$ cat src/rtl/clock_time_ctrl_if.sv
// Handshake bundle between the HH:MM:SS datapath and clock_time_ctrl.
// master = datapath/stimulus side, slave = the controller.
interface clock_time_ctrl_if;
    logic       tick_1hz;
    logic       tick_fast;
    logic       mode_btn;
    logic       inc_btn;
    logic [7:0] sec_q;
    logic [7:0] min_q;
    logic [7:0] hr_q;
    logic       sec_ena;
    logic       sec_clr;
    logic       min_ena;
    logic       hr_ena;
    logic       hr_clr;
    logic [1:0] field_sel;
    logic       blink;

    modport master (
        output tick_1hz, tick_fast, mode_btn, inc_btn, sec_q, min_q, hr_q,
        input  sec_ena, sec_clr, min_ena, hr_ena, hr_clr, field_sel, blink
    );

    modport slave (
        input  tick_1hz, tick_fast, mode_btn, inc_btn, sec_q, min_q, hr_q,
        output sec_ena, sec_clr, min_ena, hr_ena, hr_clr, field_sel, blink
    );
endinterface

$ cat src/rtl/clock_time_ctrl.sv
// Timekeeping cascade and button-driven set-mode FSM for the HH:MM:SS clock.
// Optional macro CLOCK_TIME_CTRL_AUTO_REPEAT_EN adds hold-to-repeat on inc in SET_HR/SET_MIN.
module clock_time_ctrl #(
    parameter logic [7:0] HR_MAX     = 8'h23,
    parameter int         TIMEOUT_S  = 30,
    parameter int         HOLD_TICKS = 6
) (
    input  logic              clk,
    input  logic              reset,
    clock_time_ctrl_if.slave  bus
);
    typedef enum logic [1:0] {RUN = 2'd0, SET_HR = 2'd1, SET_MIN = 2'd2, SET_SEC = 2'd3} state_e;

    localparam logic [7:0] TO_MAX = 8'(TIMEOUT_S);

    state_e     state_q, state_d;
    logic       mode_d_q, inc_d_q;
    logic [7:0] to_q, to_d;
    logic [1:0] fast_q, fast_d;
    logic       phase_q, phase_d;
    logic       sec_ena_q, sec_ena_d, sec_clr_q, sec_clr_d, min_ena_q, min_ena_d;
    logic       hr_ena_q, hr_ena_d, hr_clr_q, hr_clr_d;
    logic       mode_edge, inc_edge, rep, inc_act;

    assign mode_edge = bus.mode_btn & ~mode_d_q;
    assign inc_edge  = bus.inc_btn  & ~inc_d_q;
    assign inc_act   = inc_edge | rep;

`ifdef CLOCK_TIME_CTRL_AUTO_REPEAT_EN
    localparam logic [7:0] HOLD_LAST = 8'(HOLD_TICKS - 1);
    logic [7:0] hold_q, hold_d;
    logic       holding;

    assign holding = bus.inc_btn && !mode_edge && (state_q == SET_HR || state_q == SET_MIN);

    // Counter saturates at HOLD_LAST; from then on every tick_fast is a repeat.
    always_comb begin
        hold_d = hold_q;
        rep    = 1'b0;
        if (!holding)
            hold_d = '0;
        else if (bus.tick_fast) begin
            if (hold_q >= HOLD_LAST) rep = 1'b1;
            else                     hold_d = hold_q + 8'd1;
        end
    end

    always_ff @(posedge clk) begin
        if (reset) hold_q <= '0;
        else       hold_q <= hold_d;
    end
`else
    logic unused_hold;
    assign unused_hold = (HOLD_TICKS != 0);
    assign rep         = 1'b0;
`endif

    always_comb begin
        state_d   = state_q;
        to_d      = to_q;
        fast_d    = fast_q;
        phase_d   = phase_q;
        sec_ena_d = 1'b0;
        sec_clr_d = 1'b0;
        min_ena_d = 1'b0;
        hr_ena_d  = 1'b0;
        hr_clr_d  = 1'b0;

        if (state_q == RUN) begin
            to_d    = '0;
            fast_d  = '0;
            phase_d = 1'b0;
            if (mode_edge) state_d = SET_HR;
            if (bus.tick_1hz) begin
                sec_ena_d = 1'b1;
                if (bus.sec_q == 8'h59) begin
                    min_ena_d = 1'b1;
                    if (bus.min_q == 8'h59) begin
                        if (bus.hr_q == HR_MAX) hr_clr_d = 1'b1;
                        else                    hr_ena_d = 1'b1;
                    end
                end
            end
        end else begin
            // Priority: mode edge, then timeout, then the inc action.
            if (mode_edge) begin
                case (state_q)
                    SET_HR:  state_d = SET_MIN;
                    SET_MIN: state_d = SET_SEC;
                    default: state_d = RUN;
                endcase
            end else if (to_q == TO_MAX) begin
                state_d = RUN;
            end else if (inc_act) begin
                case (state_q)
                    SET_HR: begin
                        if (bus.hr_q == HR_MAX) hr_clr_d = 1'b1;
                        else                    hr_ena_d = 1'b1;
                    end
                    SET_MIN: min_ena_d = 1'b1;
                    default: sec_clr_d = 1'b1;
                endcase
            end

            if (mode_edge || inc_act || state_d != state_q) to_d = '0;
            else if (bus.tick_1hz)                         to_d = to_q + 8'd1;

            // Edits restart the blink cycle so the field shows immediately.
            if (state_d != state_q || inc_act) begin
                fast_d  = '0;
                phase_d = 1'b0;
            end else if (bus.tick_fast) begin
                fast_d = fast_q + 2'd1;
                if (fast_q == 2'd3) phase_d = ~phase_q;
            end
        end
    end

    always_ff @(posedge clk) begin
        if (reset) begin
            state_q   <= RUN;
            mode_d_q  <= 1'b1;
            inc_d_q   <= 1'b1;
            to_q      <= '0;
            fast_q    <= '0;
            phase_q   <= 1'b0;
            sec_ena_q <= 1'b0;
            sec_clr_q <= 1'b0;
            min_ena_q <= 1'b0;
            hr_ena_q  <= 1'b0;
            hr_clr_q  <= 1'b0;
        end else begin
            state_q   <= state_d;
            mode_d_q  <= bus.mode_btn;
            inc_d_q   <= bus.inc_btn;
            to_q      <= to_d;
            fast_q    <= fast_d;
            phase_q   <= phase_d;
            sec_ena_q <= sec_ena_d;
            sec_clr_q <= sec_clr_d;
            min_ena_q <= min_ena_d;
            hr_ena_q  <= hr_ena_d;
            hr_clr_q  <= hr_clr_d;
        end
    end

    assign bus.sec_ena   = sec_ena_q;
    assign bus.sec_clr   = sec_clr_q;
    assign bus.min_ena   = min_ena_q;
    assign bus.hr_ena    = hr_ena_q;
    assign bus.hr_clr    = hr_clr_q;
    assign bus.field_sel = state_q;
    assign bus.blink     = phase_q;
endmodule

$ cat src/flat_wrapper.sv
// flat-port wrapper written by rule: the top's interface ports become plain ports
module clock_time_ctrl_flat 
#(
    parameter logic [7:0] HR_MAX     = 8'h23,
    parameter int         TIMEOUT_S  = 30,
    parameter int         HOLD_TICKS = 6
)
  (clk, reset, bus_tick_1hz, bus_tick_fast, bus_mode_btn, bus_inc_btn, bus_sec_q, bus_min_q, bus_hr_q, bus_sec_ena, bus_sec_clr, bus_min_ena, bus_hr_ena, bus_hr_clr, bus_field_sel, bus_blink);
  clock_time_ctrl_if bus_i ();
  input  logic clk;
  input  logic reset;
  input wire logic [$bits(bus_i.tick_1hz)-1:0] bus_tick_1hz;
  input wire logic [$bits(bus_i.tick_fast)-1:0] bus_tick_fast;
  input wire logic [$bits(bus_i.mode_btn)-1:0] bus_mode_btn;
  input wire logic [$bits(bus_i.inc_btn)-1:0] bus_inc_btn;
  input wire logic [$bits(bus_i.sec_q)-1:0] bus_sec_q;
  input wire logic [$bits(bus_i.min_q)-1:0] bus_min_q;
  input wire logic [$bits(bus_i.hr_q)-1:0] bus_hr_q;
  output wire logic [$bits(bus_i.sec_ena)-1:0] bus_sec_ena;
  output wire logic [$bits(bus_i.sec_clr)-1:0] bus_sec_clr;
  output wire logic [$bits(bus_i.min_ena)-1:0] bus_min_ena;
  output wire logic [$bits(bus_i.hr_ena)-1:0] bus_hr_ena;
  output wire logic [$bits(bus_i.hr_clr)-1:0] bus_hr_clr;
  output wire logic [$bits(bus_i.field_sel)-1:0] bus_field_sel;
  output wire logic [$bits(bus_i.blink)-1:0] bus_blink;
  assign bus_i.tick_1hz = bus_tick_1hz;
  assign bus_i.tick_fast = bus_tick_fast;
  assign bus_i.mode_btn = bus_mode_btn;
  assign bus_i.inc_btn = bus_inc_btn;
  assign bus_i.sec_q = bus_sec_q;
  assign bus_i.min_q = bus_min_q;
  assign bus_i.hr_q = bus_hr_q;
  assign bus_sec_ena = bus_i.sec_ena;
  assign bus_sec_clr = bus_i.sec_clr;
  assign bus_min_ena = bus_i.min_ena;
  assign bus_hr_ena = bus_i.hr_ena;
  assign bus_hr_clr = bus_i.hr_clr;
  assign bus_field_sel = bus_i.field_sel;
  assign bus_blink = bus_i.blink;
  clock_time_ctrl #(.HR_MAX(HR_MAX), .TIMEOUT_S(TIMEOUT_S), .HOLD_TICKS(HOLD_TICKS)) u_core (.clk(clk), .reset(reset), .bus(bus_i));
endmodule
$ cat config.mk
export PLATFORM = sky130hd
export DESIGN_NAME = clock_time_ctrl_flat
export DESIGN_NICKNAME = d
export VERILOG_FILES = /design/src/rtl/clock_time_ctrl_if.sv /design/src/rtl/clock_time_ctrl.sv /design/src/flat_wrapper.sv
export SDC_FILE = /design/constraint.sdc
export NUM_CORES = 1
export LEC_CHECK = 0
export CORE_UTILIZATION = 35
export DETAILED_ROUTE_END_ITERATION = 8
export PLACE_DENSITY = 0.65
export SLEW_MARGIN = 25
export SYNTH_ARGS = -nofsm -noshare
export SYNTH_HDL_FRONTEND = slang
export SYNTH_SLANG_ARGS = --single-unit
$ cat constraint.sdc
create_clock -name clk -period 2 [get_ports clk]
set_input_delay 0.4 -clock clk [delete_from_list [all_inputs] [get_ports clk]]
set_output_delay 0.4 -clock clk [all_outputs]
set_load 0.01 [all_outputs]
### Word level (Yosys, flattened, before mapping)

Index checks and enable logic that the tools add are counted.

* $add $sub $neg: 2
* multipliers: 0
* divide/modulo/power cells: 0
* order comparisons: 0
* eq/ne operators: 9
* shifts and indexed selects: 0
* mux-type cells: 33
* bitwise gates (word level): 7
* reduce and logical (&&, ||, !) cells: 10

Operators with widths (number)
* 1-bit 2-to-1 mux: 27
* 8-bit by 7-bit equality test with 1-bit output (second input constant): 2
* 2-bit 2-to-1 mux: 5
* 8-bit by 1-bit adder with 8-bit output (second input constant): 1
* 8-bit by 5-bit equality test with 1-bit output (second input constant): 1
* 8-bit by 6-bit equality test with 1-bit output (second input constant): 1
* 3-bit OR reduction: 2
* 1-bit inverter: 5
* 5-bit OR reduction: 1
* 2-bit equality test (second input constant): 2
* 2-bit case mux with 2 select lines: 1
* 2-bit OR reduction: 2
* 1-bit logical OR: 3
* 2-bit by 1-bit adder with 2-bit output (second input constant): 1
* 1-bit AND: 2
* 2-bit by 1-bit equality test with 1-bit output (second input constant): 1
* 2-bit zero test: 1
* 2-bit by 1-bit != test with 1-bit output (second input constant): 1
* 2-bit != test: 1
* 2-bit AND reduction: 1

* bits in registers: 20
* latch bits: 0
* memory bits (writable): 0
* memory bits (read-only): 0
* input bits: 30
* logic and storage cells: 72
* memories: 0

### Depth between registers and ports, before layout

* depth in word-level cells: 7
* mapped depth: 6
* gate-level depth less buffers: 6

### Worst setup path before layout

Ideal clock, no wire load.

* path type: reg-to-reg
* from: register u_core.to_q[0]
* to: register u_core.min_ena_q, in the netlist u_core.bus.min_ena
* library setup time: 0.070 ns
* arrival time: 1.486 ns
* slack: 0.444 ns
* cell stages (with the launch flop): 7
* cells stage by stage: dfxtp_1 -> inv_1 -> ha_1 -> nor4b_4 -> a211o_1 -> or3b_1 -> a21oi_1

* word-level cells in the longest chain between the ends: 4

Ends and longest elaborated chain
* from (decl): line clock_time_ctrl.sv:18 `logic [7:0] to_q, to_d;`
* from (signal assigned): line clock_time_ctrl.sv:136 `to_q <= to_d;`
* 8-bit by 5-bit equality test with 1-bit output: line clock_time_ctrl.sv:92 `end else if (to_q == TO_MAX) begin`
* 1-bit 2-to-1 mux: line clock_time_ctrl.sv:92
* 1-bit 2-to-1 mux: line clock_time_ctrl.sv:86 `if (mode_edge) begin`
* 1-bit 2-to-1 mux: line clock_time_ctrl.sv:69 `if (state_q == RUN) begin`
* to (signal assigned): line clock_time_ctrl.sv:141 `min_ena_q <= min_ena_d;`
* to (decl): line clock_time_ctrl.sv:21 `logic sec_ena_q, sec_ena_d, sec_clr_q, sec_clr_d, min_ena_q, min_ena_d;`

Every way passes these cells.
A chain may end at the register's enable or synchronous reset.

### Final worst setup path

* from: register u_core.state_q[1], in the netlist u_core.bus.field_sel[1]
* to: output bus_field_sel[1]

RTL lines
* from (decl): line clock_time_ctrl.sv:16 `state_e state_q, state_d;`
* from (signal assigned): line clock_time_ctrl.sv:133 `state_q <= state_d;`
* to (decl): line flat_wrapper.sv:24 `output wire logic [$bits(bus_i.field_sel)-1:0] bus_field_sel;`

No word-level cell between the ends.

==> metrics <==
ys async rst share 0%; Crit path largest cell delay 580 ps; Crit Path Max Fanout 5; antenna violations before repair 0; Die Ht 54.8 µm; crit path launch u_core.bus.field_sel[1]; layout cells sized above 1 a little under a tenth; number of global-route vias before repair 808; Core Footprint 2540 µm²; CP delay by family, top buffers and inverters; grt ovf 0; CTS clk-pin slew, worst paths 110 ps; RePlAce Congestion approximately 0.80; CP max stage cell clkdlybuf4s50_1; total iterations of the first detailed-routing run 4; Leakage Power roughly 0.54 nW; # H-tree levels 1; cell area power density 521 nW/µm²; Worst Tran Pin Value 344 ps; total number of vias 872; setup TNS 0 ps; sequence of cells on the critical path clkdlybuf4s50_1; worst r2r src u_core.to_q[0]; mapped cell area 976 µm²; DRT iter0 DRCs 13; Pins Over Slew Limit 0; # clock sinks 20; post-CTS setup buffers 0; Routed WL between 2000 and 2500 µm; Hold Crit Start u_core.to_q[1]; Post-CTS Resized 0; final net count 183; CTS buffer count 3; reg2reg path depth 6; number of synthesized flops with an enable pin 0; CP arrival roughly 1300 ps; pre-CTS WS ~160 ps; synth top area cells dfxtp_1, xor2_1, ha_1; die area 3000 µm²; Slew HR 76.9%; endpoint type of the worst setup path primary output; Rows 18; Ys Warns 0; commonest non-fill, non-tap cells in the layout clkdlybuf4s50_1, dfxtp_1, nor2_1; hold path cells 2; RSZ-0062 raised after global routing false; CP startpoint kind flop; Skew-Pair Late Insertion Delay roughly 300 ps; Syn Nets 139; dpl hpwl 1710 µm; cell count after synthesis between 100 and 150; sequential fraction of the synthesis area 41.0%; Final setup violation count 0; die width 54.8 µm; DRT antenna net count 0; first-pass GRT wire length 3260 µm; CTS tree yes; Final Cycle Share between 80 and 90%; Area Overhead vs Synth 47.4%; count of cell types in the netlist 35; CP bufs+invs 1; Initial Util 38.3%; Critical Path RT approximately 1600 ps; I/O Buffers 37; min cycle time layout 1730 ps; IO Pins 38; Final Hold Viols 0; drc violations 0; root buffer cell clkbuf_4; Synth Flop Type dfxtp_1; worst hold path type reg -> reg; Final WS setup 268 ps; Peak VDD IR about 0.42 mV; WL/cell between 10 and 15 µm; outcome completed; clock skew 2.96 ps; Worst Setup Path Type reg -> out; most common cell after layout, fill and taps aside clkdlybuf4s50_1; Max Cap Viol 0; GRT Total Usage 15.8%; hold-fix buffers at CTS 0; via-per-instance ratio 4.95; post-synth top area cell dfxtp_1; largest net degree at the start of global routing 12; Yosys top cell area share 41.0%; Mean Syn Cell Area about 9.5 µm²; Max Freq 577 MHz; flops & latches, synth 20; ant diodes 0; Levels on crit path 1; Longest Clk Path Bufs 2
logic make-up after synthesis:
logic type	count (synthesis)	share of synthesized area, %
and+or+nand+nor	47	29.2
DFF	20	41.0
AOI/OAI and AO/OA	11	7.69
xor gates and xnor gates	11	9.87
buffers and inverters	7	3.46
adders and majority gates	6	7.69
muxes	1	1.03
flip-flops by register name, indices dropped and copies added, names as in the netlist:
name and flops:
u_core.bus.hr_clr 1, u_core.fast_q 2, u_core.bus.field_sel 2, u_core.inc_d_q 1, u_core.bus.min_ena 1, u_core.bus.hr_ena 1, u_core.bus.blink 1, u_core.bus.sec_clr 1
u_core.to_q 8, u_core.bus.sec_ena 1, u_core.mode_d_q 1
layout make-up:
class | count | area (µm²)
Clock buffer | 4 | 36.3
Inverter | 4 | 15.0
Sequential cell | 20 | 400
Timing Repair Buffer | 42 | 408
Tap cell | 30 | 37.5
Multi-Input combinational cell | 76 | 542
Fill cell | 250 | 1110
path summary, 6_finish.rpt:
| path | slack [ps] | to |
|---|---|---|
| max | 270 | bus_field_sel[1] |
| min | 530 | u_core.to_q[1] |
| min reg2reg | 530 | u_core.to_q[1] |
| max reg2reg | 290 | u_core.bus.min_ena |
stage by stage:
stage          util (%)  instance area [µm²]  total power (W)  cells  hold slack [ps]
3_3_place_gp       55.1                 1400         0.000521    172              497
6_report           56.5                 1440         0.000749    176              527
5_1_grt            56.5                 1440         0.000782    176              548
4_1_cts            56.5                 1440         0.000758    176              528
3_5_place_dp       55.1                 1400         0.000523    172              507
2_1_floorplan         -                  976         0.000449    103              480
power breakdown:
part | internal (W) | switching (W) | total [W]
clock network | 0.000111 | 0.000125 | 0.000236
registers | 0.000404 | 0.00000367 | 0.000407
logic | 0.0000739 | 0.0000317 | 0.000106
total | 0.000589 | 0.000160 | 0.000749
cell usage after synthesis (all sizes together) (2+ instances only):
cell type / count
a21oi: 2
and3: 2
clkbuf: 2
dfxtp: 20
ha: 6
inv: 4
nand2: 7
nand2b: 2
nand3: 2
nand4: 6
nor2: 11
nor2b: 2
nor3: 3
nor4b: 2
nor4bb: 3
o21ai: 3
or2: 2
xnor2: 2
xor2: 9
metal layers:
layer  share of wire, %  track usage, %
met2                 49            27.1
met5                  0               0
met3                6.3            6.67
met1                 44            17.7
met4               0.48            3.85
worst min-delay path, stage by stage, from the launching register on:
cell and delay [ps]:
dfxtp_1 350, nor2_1 90, a211oi_1 50
(Power assumes the default switching activity.)
